[src/rtl/fetch_icache.sv]
`default_nettype none
// ============================================================================
// Module   : fetch_icache
// Purpose  : Instruction fetch unit with a direct-mapped, one-word-per-line
//            instruction cache in front of a valid/ready program memory.
// Revision : 1.0 - initial release
// ============================================================================
module fetch_icache #(
    parameter int PROGRAM_MEM_ADDR_BITS = 8,
    parameter int PROGRAM_MEM_DATA_BITS = 16,
    parameter int CACHE_ENTRIES         = 4
) (
    input  logic                             clk,
    input  logic                             reset,
    input  logic [2:0]                       core_state,
    input  logic [PROGRAM_MEM_ADDR_BITS-1:0] current_pc,
    input  logic                             flush,
    output logic                             mem_read_valid,
    output logic [PROGRAM_MEM_ADDR_BITS-1:0] mem_read_address,
    input  logic                             mem_read_ready,
    input  logic [PROGRAM_MEM_DATA_BITS-1:0] mem_read_data,
    output logic [2:0]                       fetcher_state,
    output logic [PROGRAM_MEM_DATA_BITS-1:0] instruction
);

    localparam int IDX_BITS = $clog2(CACHE_ENTRIES);
    localparam int TAG_BITS = PROGRAM_MEM_ADDR_BITS - IDX_BITS;

    localparam logic [2:0] CORE_FETCH  = 3'b001;
    localparam logic [2:0] CORE_DECODE = 3'b010;

    typedef enum logic [2:0] {
        S_IDLE     = 3'b000,
        S_FETCHING = 3'b001,
        S_FETCHED  = 3'b010
    } state_t;

    state_t                             state_q, state_d;
    logic                               mem_read_valid_q, mem_read_valid_d;
    logic [PROGRAM_MEM_ADDR_BITS-1:0]   mem_read_address_q, mem_read_address_d;
    logic [PROGRAM_MEM_DATA_BITS-1:0]   instruction_q, instruction_d;
    logic [CACHE_ENTRIES-1:0]           line_valid_q, line_valid_d;

    // Tag and data storage carry no reset; line_valid_q alone qualifies them.
    logic [TAG_BITS-1:0]                tag_q  [CACHE_ENTRIES];
    logic [PROGRAM_MEM_DATA_BITS-1:0]   data_q [CACHE_ENTRIES];

    logic [IDX_BITS-1:0]                lookup_idx;
    logic [TAG_BITS-1:0]                lookup_tag;
    logic                               lookup_hit;
    logic [IDX_BITS-1:0]                fill_idx;
    logic [TAG_BITS-1:0]                fill_tag;
    logic                               fill_en;

    assign lookup_idx = current_pc[IDX_BITS-1:0];
    assign lookup_tag = current_pc[PROGRAM_MEM_ADDR_BITS-1:IDX_BITS];
    assign lookup_hit = line_valid_q[lookup_idx] && (tag_q[lookup_idx] == lookup_tag);

    // The fill target comes from the latched request address, never current_pc.
    assign fill_idx = mem_read_address_q[IDX_BITS-1:0];
    assign fill_tag = mem_read_address_q[PROGRAM_MEM_ADDR_BITS-1:IDX_BITS];

    always_comb begin
        state_d            = state_q;
        mem_read_valid_d   = mem_read_valid_q;
        mem_read_address_d = mem_read_address_q;
        instruction_d      = instruction_q;
        line_valid_d       = line_valid_q;
        fill_en            = 1'b0;

        case (state_q)
            S_IDLE: begin
                if (core_state == CORE_FETCH) begin
                    if (lookup_hit) begin
                        instruction_d = data_q[lookup_idx];
                        state_d       = S_FETCHED;
                    end else begin
                        mem_read_valid_d   = 1'b1;
                        mem_read_address_d = current_pc;
                        state_d            = S_FETCHING;
                    end
                end
            end
            S_FETCHING: begin
                if (mem_read_ready) begin
                    mem_read_valid_d       = 1'b0;
                    instruction_d          = mem_read_data;
                    fill_en                = 1'b1;
                    line_valid_d[fill_idx] = 1'b1;
                    state_d                = S_FETCHED;
                end
            end
            S_FETCHED: begin
                if (core_state == CORE_DECODE) begin
                    state_d = S_IDLE;
                end
            end
            default: begin
                mem_read_valid_d = 1'b0;
                state_d          = S_IDLE;
            end
        endcase

        // Flush overrides a coincident fill; lookups above saw the old array.
        if (flush) begin
            line_valid_d = '0;
        end
    end

    always_ff @(posedge clk) begin
        if (reset) begin
            state_q            <= S_IDLE;
            mem_read_valid_q   <= 1'b0;
            mem_read_address_q <= '0;
            instruction_q      <= '0;
            line_valid_q       <= '0;
        end else begin
            state_q            <= state_d;
            mem_read_valid_q   <= mem_read_valid_d;
            mem_read_address_q <= mem_read_address_d;
            instruction_q      <= instruction_d;
            line_valid_q       <= line_valid_d;
        end
    end

    always_ff @(posedge clk) begin
        if (fill_en && !reset) begin
            tag_q[fill_idx]  <= fill_tag;
            data_q[fill_idx] <= mem_read_data;
        end
    end

    assign mem_read_valid   = mem_read_valid_q;
    assign mem_read_address = mem_read_address_q;
    assign fetcher_state    = state_q;
    assign instruction      = instruction_q;

endmodule
`default_nettype wire

[config.mk]
export PLATFORM = sky130hd
export DESIGN_NAME = fetch_icache
export DESIGN_NICKNAME = d
export VERILOG_FILES = /design/src/rtl/fetch_icache.sv
export SDC_FILE = /design/constraint.sdc
export NUM_CORES = 1
export LEC_CHECK = 0
export ABC_AREA = 1
export BUFFER_PORTS_ARGS = -buffer_cell sky130_fd_sc_hd__buf_2
export CAP_MARGIN = 20
export CORE_MARGIN = 2
export CORE_UTILIZATION = 59
export CTS_BUF_LIST = sky130_fd_sc_hd__clkbuf_4
export CTS_CLUSTER_DIAMETER = 50
export DETAILED_ROUTE_END_ITERATION = 10
export PLACE_DENSITY = 0.9
export SYNTH_ARGS = -nofsm -noshare
export SYNTH_HDL_FRONTEND = slang
export SYNTH_SLANG_ARGS = --single-unit
[constraint.sdc]
create_clock -name clk -period 4 [get_ports clk]
set_input_delay 0.2 -clock clk [delete_from_list [all_inputs] [get_ports clk]]
set_output_delay 0.2 -clock clk [all_outputs]
set_load 0.02 [all_outputs]
-- Word-level counts from Yosys, hierarchy flattened
Memory sizes are Yosys's and may differ from the RTL's.
Cells that the tools add are included.
- RAM bits: 88
- output and inout port bits: 28
- memories kept: 2
- bits in latches: 0
- bits of input ports: 31
- bits in read-only memories: 0
- register bits: 32
- word-level logic and storage cells: 56
- div/mod/pow operators: 0
- bitwise logic cells: 3
- $mul: 0
- reduce and logical (&&, ||, !) cells: 12
- shifts and indexed selects: 0
- mux-type cells: 21
- magnitude comparators: 3
- equal/unequal tests: 10
- add/subtract/negate cells: 0
- memory list (memory ; words ; bits a word ; read ports ; clocked after Yosys merged registers in ; write ports ; RTL line ; RTL):
    data_q ; 4 ; 16 ; 1 ; 0 ; 1 ; 46 ; logic [PROGRAM_MEM_DATA_BITS-1:0] data_q [CACHE_ENTRIES];
    tag_q ; 4 ; 6 ; 1 ; 0 ; 1 ; 45 ; logic [TAG_BITS-1:0] tag_q [CACHE_ENTRIES];
- operators with widths (operator ; count):
    $mux 16 ; 3
    $pmux 16 s2 ; 1
    $ne 2x2->1 const B ; 5
    $mux 1 ; 9
    $mux 3 ; 3
    $pmux 3 s3 ; 1
    $reduce_and 4->1 ; 2
    $eq 3x1->1 const B ; 2
    $eq 3x2->1 const B ; 2
    $eq 6x6->1 ; 1
    $lt 2x3->1 const B ; 2
    $reduce_and 3->1 ; 2
    $or 4x4->4 ; 1
    $logic_and 1x1->1 ; 3
    $logic_not 3->1 ; 1
    $pmux 1 s3 ; 1
    $bmux 1 s2 ; 1
    $demux 1 s2 ; 1
    $ge 2x1->1 const B ; 1
    $mux 2 ; 1
    $not 1->1 ; 2
    $reduce_and 2->1 ; 1
    $reduce_bool 2->1 ; 1
    $reduce_or 2->1 ; 1
    $logic_not 1->1 ; 1

-- Depth between registers and ports, before layout
Gate-level depths: netlist of run 1.
- depth in word-level cells: 6
- mapped depth: 14
- depth with buffers taken out: 13

-- Least setup slack after synthesis of run 1
No wires, ideal clock.
- path type: reg2reg
- from: register state_q[0] (netlist: fetcher_state[0])
- to: memory data_q[0][0], enable pin
- stages on the path, launching flop included: 7
- data arrival time: 2684 ps
- setup slack: 887 ps
- path buffers: 0
- clock period less this slack: 3113 ps
- cell sequence: dfxtp_1 > inv_1 > nor2_4 > inv_1 > nor2_1 > nand2_1 > nor3_1
- word-level cells in the longest chain between the ends: 5
- ends and longest elaborated chain (element ; RTL line ; RTL):
    start: declaration ; 38 ; state_t state_q, state_d;
    start signal: assignment ; 118 ; state_q <= state_d;
    $eq 3x1->1 ; 71 ; case (state_q)
    $mux 1 ; 71 ;
    $logic_and 1x1->1 ; 127 ; if (fill_en && !reset) begin
    $mux 1 ; 127 ;
    $mux 1 (not written as such) ; 129 ; data_q[fill_idx] <= mem_read_data;
    end: declaration ; 46 ;
No other way between the ends.

-- Worst setup path after layout of run 1
- from: register state_q[0] (netlist: fetcher_state[0])
- to: memory data_q[2][1], enable pin
The elaborated chain is that of the path after synthesis.

==> flow_summary_export.csv, run 1 <==
group,metric,value,unit
sta,fmax,322,MHz
global_routing,grt_pass1_wl,18600,um
synthesis,netlist_area,5050,um^2
sta,slew_viol_final,0,
setup_path,reg2reg_from,"fetcher_state[0]$_SDFFE_PP0P_",
power_and_ir_drop,powerDensity,483,nW/um^2
synthesis,synth_top_area_cell,"edfxtp_1",
worst_hold_path,hold_path.class,"in2reg",
cts,cts_tree,"done",
die,die_w,96.5,um
route,viasPerCell,5.81,
cts,clk_path_buf_depth,2,
global_routing,grt.total_usage,27.2,%
sta,setup_ws,0.896,ns
power_and_ir_drop,ir_worst_vdd,0.000343,V
synthesis,seq_area_frac_synth,64.7,%
job,cap_violations,0,
setup_path,crit_path_top_delay_cell,"nor3_2",
synthesis,synthDistinctLibCells,28,
synthesis,synth-warning-count,0,
worst_hold_path,hold_path_startpoint,"mem_read_ready",
sta,relSlewSlack,34.4,%
cts,postCtsSetupRepairBufs,0,
cts,cts_buffers,17,
die,coreArea,8260,um^2
sta,worst_pin_slew,0.978,ns
setup_path,start_kind,"flip-flop",
die,ios,59,
synthesis,yosys-top-cells-count,"90 x nand2_1, 88 x edfxtp_1, 67 x nor2_1",
sta,hold_viol,0,
cts,h-tree-depth,4,
die,die_y,96.5,um
finish,syn2layout_area_growth,17.1,%
global_routing,gr-total-overflow,0,
setup_path,slowest_delay,0.77,ns
route,routed_wl,11900,um
sta,period_minus_slack,3.10,ns
cts,cts-root-buf,"clkbuf_4",
finish,final_util,71.6,%
setup_path,cpLargestDelayFamily,"simple AND/OR/NAND/NOR gates",
route,vias,3971,
sta,rsz0062_at_grt,"no",
die,dieArea,9310,um^2
setup_path,crit_start,"fetcher_state[0]$_SDFFE_PP0P_",
synthesis,netlist_top_cells_area,"edfxtp_1 52%, dfxtp_1 12%, nand2_1 6.7%",
setup_path,path_buf_inv,3,
sta,finalSetupTns,0,ns
synthesis,synth.net_count,522,
route,drtIter0Drc,360,
synthesis,ys_ff_latch,119,
cts,clkTransAtPathRegs,0.10,ns
route,drtPass1Iterations,7,
synthesis,synthesis.instances,491,
global_routing,grt_pass1_vias,3898,
synthesis,synth_top_area_share,52.4,%
setup_path,cp-end-kind,"flip-flop",
setup_path,crit_top_cell,"inv_1",
placed_design,gp_congestion,0.789,
cts,cts_resized,0,
setup_path,cp_cell_sequence,"inv_1 > nor2_4 > inv_1 > nor2_1 > nand2_1 > nor3_2 > buf_4",
placed_design,detailedPlace.worstSlack,0.962,ns
die,rows,33,
placed_design,hpwl,7220,um
setup_path,r2r_slack,0.90,ns
die,start_util,61.1,%
setup_path,required,4.20,ns
cts,clk_latency,0.51,ns
setup_path,critPathKind,"reg2reg",
synthesis,async_reset_ff_share,0,%
global_routing,grt_max_degree,48,
global_routing,antenna_found_initial,0,
synthesis,avgSynthCellArea,10.3,um^2
setup_path,cp_max_fo,18,
route,drcViolationCount,0,
cts,holdBufCountCts,18,
sta,finalSetupViolations,0,
route,antenna_left,0,
placed_design,numPortBuffers,57,
sta,skew,0.0155,ns
finish,antennaDiodeCount,0,
setup_path,arrival,3.30,ns
synthesis,synth_edf_count,88,
synthesis,synth-main-ff-cell,"edfxtp_1",
synthesis,synth.most_common_cell,"nand2_1",
power_and_ir_drop,p_leak,2.37,nW
run_status,status,"complete, no violations",
finish,drive_gt1_share,18.5,%
cts,cts.sinks,119,
finish,fin_nets,597,
route,wl_per_cell,17.4,um
sta,finalCritPeriodShare,77.6,%
[cell usage in the layout (no fill, tap or decap), types with 3 or more instances in the layout]
| master | netlist | routed |
|---|---|---|
| dlygate4sd3_1 | 0 | 18 |
| bufinv_16 | 0 | 5 |
| clkbuf_4 | 0 | 23 |
| mux2i_1 | 16 | 16 |
| nand3_1 | 41 | 41 |
| nor3_1 | 5 | 3 |
| nor2_1 | 67 | 64 |
| inv_1 | 37 | 37 |
| nand4_1 | 8 | 8 |
| nor2_2 | 1 | 4 |
| buf_2 | 6 | 57 |
| buf_4 | 3 | 6 |
| o22ai_1 | 16 | 16 |
| edfxtp_1 | 88 | 88 |
| o21ai_0 | 35 | 35 |
| a21oi_1 | 20 | 20 |
| nand2_1 | 90 | 90 |
| dfxtp_1 | 31 | 31 |
[through the flow]
step                      hold WS (ns)  cells  area (um^2)  total power [W]
after global placement           0.434    634         5380          0.00181
final                           0.0723    684         5910          0.00285
after global routing            0.0505    684         5910          0.00296
after detailed placement         0.443    634         5380          0.00183
after floorplan                  0.262    491         5050          0.00172
after CTS                       0.0281    684         5910          0.00285
[logic make-up (layout without fill, tap and decap cells)]
| group | count (synthesis) | in the layout | share of synthesized area (%) |
|---|---|---|---|
| flip-flops | 119 | 119 | 64.7 |
| multiplexers | 16 | 16 | 3.17 |
| buffers and inverters | 64 | 152 | 5.73 |
| AND/OR/NAND/NOR | 216 | 216 | 18.1 |
| AO/OA/AOI/OAI | 75 | 75 | 8.28 |
| other | 1 | 1 | 0.0743 |
[path summary, 6_finish.rpt]
check / endpoint / depth (start not counted)
hold / removal: fetcher_state[0]$_SDFFE_PP0P_ / 4
setup reg to reg: data_q[2][1]$_DFFE_PP_ / 7
hold reg to reg: line_valid_q[3]$_SDFFE_PP0P_ / 2
setup / recovery: data_q[2][1]$_DFFE_PP_ / 7
[layout make-up]
type	instances	area, um^2
Clock buffer	23	173
Clock inverter	9	174
Fill cell	542	2350
Inverter	39	146
Multi-Input combinational cell	308	1510
Sequential cell	119	3260
Tap cell	105	131
Timing Repair Buffer	81	510
[metal layers]
metal | global-route usage, % | up-vias | share of wire, %
met2 | 47.8 | 229 | 51
met4 | 9.04 | 0 | 2.3
met5 | 0 | - | 0
met3 | 7.37 | 33 | 8.4
met1 | 32.7 | 1864 | 38
li1 | - | 1845 | -
[state kept, by name, summed over array words and instances, names as in the netlist]
| register | cells |
|---|---|
| data_q | 64 |
| fetcher_state | 2 |
| instruction | 16 |
| line_valid_q | 4 |
| mem_read_address | 8 |
| mem_read_valid | 1 |
| tag_q | 24 |
[worst reg2reg max path, delay by kind of cell (launching register included)]
kind                   cells  cell delay (ns)
AND/OR/NAND/NOR            4             1.73
buffers and inverters      3             0.68
flip-flops                 1             0.39
[report_power, final]
part	leakage [nW]	total [W]	internal (W)	switching, W
Sequential	1.05	0.00142	0.00138	0.0000396
Combinational	1.14	0.000413	0.000134	0.000279
Clock	0.182	0.00102	0.000599	0.000425
Power figures use the tool's default switching activity.
==> run 2: changes to the inputs <==
==> config.mk (replaced) <==
export PLATFORM = sky130hd
export DESIGN_NAME = fetch_icache
export DESIGN_NICKNAME = d
export VERILOG_FILES = /design/src/rtl/fetch_icache.sv
export SDC_FILE = /design/constraint.sdc
export NUM_CORES = 1
export LEC_CHECK = 0
export ABC_AREA = 0
export BUFFER_PORTS_ARGS = -buffer_cell sky130_fd_sc_hd__buf_2
export CAP_MARGIN = 20
export CORE_MARGIN = 2
export CORE_UTILIZATION = 54
export CTS_BUF_LIST = sky130_fd_sc_hd__clkbuf_4
export CTS_CLUSTER_DIAMETER = 50
export DETAILED_ROUTE_END_ITERATION = 10
export PLACE_DENSITY = 0.87
export SYNTH_ARGS = -nofsm -noshare
export SYNTH_HDL_FRONTEND = slang
export SYNTH_SLANG_ARGS = --single-unit
==> constraint.sdc (replaced) <==
create_clock -name clk -period 2.8 [get_ports clk]
set_input_delay 0.14 -clock clk [delete_from_list [all_inputs] [get_ports clk]]
set_output_delay 0.14 -clock clk [all_outputs]
set_load 0.02 [all_outputs]
==> flow_summary_export.csv, run 2 <==
group,metric,value,unit
cts,clk_latency,0.51,ns
cts,clk_path_buf_depth,2,
sta,rsz0062_at_grt,"no",
finish,antennaDiodeCount,0,
synthesis,synth_xor_area_share,1.61,%
die,start_util,56.0,%
global_routing,grt.total_usage,21.8,%
setup_path,critPathKind,"reg2reg",
synthesis,ys_ff_latch,119,
cts,cts_tree,"done",
setup_path,crit_top_cell,"a211oi_1",
sta,worst_pin_slew,0.738,ns
route,wl_per_cell,19.3,um
synthesis,avgSynthCellArea,16.0,um^2
placed_design,gp_congestion,0.887,
finish,largest_reg_flops,64,
synthesis,synth.area.mux_share,15.3,%
synthesis,seq_area_frac_synth,66.5,%
setup_path,cp_max_fo,6,
worst_hold_path,min_path_cells,3,
global_routing,antenna_found_initial,0,
finish,fin_area,5850,um^2
setup_path,crit_path_top_delay_cell,"a211oi_1",
finish,num-fill-cells,622,
setup_path,start_kind,"flip-flop",
cts,cts.sinks,119,
cts,h-tree-depth,4,
cts,cts-root-buf,"clkbuf_4",
route,drcViolationCount,0,
setup_path,cp_cell_sequence,"mux4_2 > xor2_1 > a211oi_1 > a211oi_1 > buf_4 > mux2i_1",
global_routing,grt_util_met3,6.32,%
run_status,status,"complete, no violations",
cts,cts_buffers,17,
route,viasPerCell,5.76,
synthesis,synth_edf_count,88,
global_routing,grt_max_degree,36,
setup_path,rr_worst_depth,6,
route,drtPass1Iterations,4,
synthesis,async_reset_ff_share,0,%
die,ios,59,
sta,hold_viol,0,
finish,layout_commonest_cell,"edfxtp_1",
sta,finalSetupTns,0,ns
synthesis,synthDistinctLibCells,35,
sta,skew,0.0139,ns
synthesis,synth_compound_area_share,3.90,%
cts,clkTransAtPathRegs,0.10,ns
global_routing,grt_pass1_wl,16000,um
finish,drive_gt1_share,35.3,%
global_routing,grt_pass1_vias,3150,
global_routing,gr-total-overflow,0,
synthesis,synth.net_count,338,
power_and_ir_drop,p_leak,2.22,nW
worst_hold_path,hold_path.class,"in2reg",
synthesis,netlist_top_cells_area,"edfxtp_1 54%, dfxtp_1 13%, mux4_2 8.7%",
job,cap_violations,0,
setup_path,cp-end-kind,"flip-flop",
route,routed_wl,10100,um
die,die_y,99.3,um
synthesis,synth-warning-count,0,
sta,period_minus_slack,2.57,ns
placed_design,numPortBuffers,57,
sta,relSlewSlack,50.8,%
power_and_ir_drop,ir_worst_vdd,0.000356,V
synthesis,synth_top_family_by_area,"multiplexers",
synthesis,synth-simple-area-share,9.61,%
finish,fin_nets,434,
synthesis,synth_top_area_share,53.8,%
route,antenna_left,0,
power_and_ir_drop,powerDensity,551,nW/um^2
placed_design,place_area,5360,um^2
setup_path,arrival,3.00,ns
global_routing,met2_usage,37.5,%
finish,seq_area,3260,um^2
synthesis,yosys-top-cells-count,"88 x edfxtp_1, 31 x dfxtp_1, 31 x mux2i_1",
die,dieArea,9870,um^2
synthesis,synth-main-ff-cell,"edfxtp_1",
setup_path,slowest_delay,0.62,ns
setup_path,required,3.23,ns
finish,multi_input_area,1530,um^2
finish,regMostFlops,"data_q",
route,drtIter0Drc,215,
cts,cts_resized,0,
synthesis,synth.most_common_cell,"edfxtp_1",
synthesis,netlist_area,4910,um^2
synthesis,synthAdderAreaFrac,0,%
finish,final_cell_mix,"88 x edfxtp_1, 57 x buf_2, 31 x mux2i_1, 31 x dfxtp_1, 24 x dlygate4sd3_1",
synthesis,synthesis.instances,307,
cts,postCtsSetupRepairBufs,0,
sta,finalSetupViolations,0,
finish,syn2layout_area_growth,19.3,%
die,rows,34,
global_routing,use_met1,26.6,%
sta,fmax,390,MHz
die,die_w,99.3,um
route,vias,3016,
placed_design,hpwl,6640,um
synthesis,synth_top_area_cell,"edfxtp_1",
die,coreArea,8760,um^2
sta,slew_viol_final,0,
global_routing,grt_busiest_layer,"met2",
sta,finalCritPeriodShare,91.6,%
[run 2: cell types whose count changed after synthesis, sizes merged, moves of 16 or more]
cell | previous run | this run
nand3 | 43 | 1
inv | 38 | 4
o22ai | 16 | 0
nor2 | 69 | 9
nor3 | 5 | 23
nand2 | 91 | 19
nor3b | 0 | 16
mux4 | 0 | 19
a21oi | 21 | 3
o21ai | 35 | 17
[run 2: worst max-delay path, delay by kind of cell (launching register included)]
| kind | cells | cell delay (ns) |
|---|---|---|
| AO/OA/AOI/OAI | 2 | 0.73 |
| XOR/XNOR | 1 | 0.34 |
| buffers and inverters | 1 | 0.30 |
| flip-flops | 1 | 0.39 |
| multiplexers | 2 | 0.72 |
[run 2: area by class of cell]
type / instances / share of cell area [%]
Sequential cell: 119 / 55.7
Clock buffer: 19 / 2.44
Inverter: 5 / 0.321
Tap cell: 108 / 2.31
Clock inverter: 13 / 1.84
Multi-Input combinational cell: 163 / 26.1
Timing Repair Buffer: 97 / 11.2
[run 2: what timing repair did]
item | CTS | global route
hold buffers | 24 | 0
endpoints found under the setup margin | 0 | 0
endpoints found under the hold margin | 76 | 0
[run 2: logic make-up after synthesis]
| group | Yosys count |
|---|---|
| DFF | 119 |
| buffers and inverters | 25 |
| other | 1 |
| AOI/OAI and AO/OA | 29 |
| muxes | 51 |
| and+or+nand+nor | 73 |
| xor gates and xnor gates | 9 |
[run 2: per-stage QoR]
| step | std cells | power, W | hold slack [ns] | setup slack (ns) | util, % |
|---|---|---|---|---|---|
| floorplan | 307 | 0.00208 | 0.217 | 0.244 | - |
| global placement | 468 | 0.00215 | 0.373 | 0.405 | 61.2 |
| detailed placement | 468 | 0.00216 | 0.374 | 0.275 | 61.2 |
| CTS | 524 | 0.00324 | 0.0106 | 0.289 | 66.8 |
| global route | 524 | 0.00334 | 0.0442 | 0.0938 | 66.8 |
| finish | 524 | 0.00322 | 0.0348 | 0.234 | 66.8 |
[run 2: routing by layer]
| metal | vias to the layer above | wire, um |
|---|---|---|
| met5 | - | 0 |
| met4 | 0 | 148 |
| met3 | 18 | 596 |
| met2 | 110 | 5290 |
| met1 | 1515 | 4060 |
| li1 | 1373 | - |
[run 2: worst paths after layout]
check / startpoint / to / slack [ns]
worst min-delay path: core_state[2] / fetcher_state[1]$_SDFFE_PP0P_ / 0.03
worst max-delay path: tag_q[1][2]$_DFFE_PP_ / mem_read_address[7]$_SDFFE_PP0P_ / 0.23
worst min register to register: line_valid_q[1]$_SDFFE_PP0P_ / line_valid_q[1]$_SDFFE_PP0P_ / 0.50
worst max register to register: tag_q[1][2]$_DFFE_PP_ / mem_read_address[7]$_SDFFE_PP0P_ / 0.23
[run 2: where the power goes]
group | switching [W] | leakage [nW] | internal [W] | total, W
registers | 0.0000143 | 1.07 | 0.00190 | 0.00191
logic | 0.000124 | 1.02 | 0.000110 | 0.000233
clock network | 0.000626 | 0.136 | 0.000453 | 0.00108
total | 0.000765 | 2.22 | 0.00246 | 0.00322
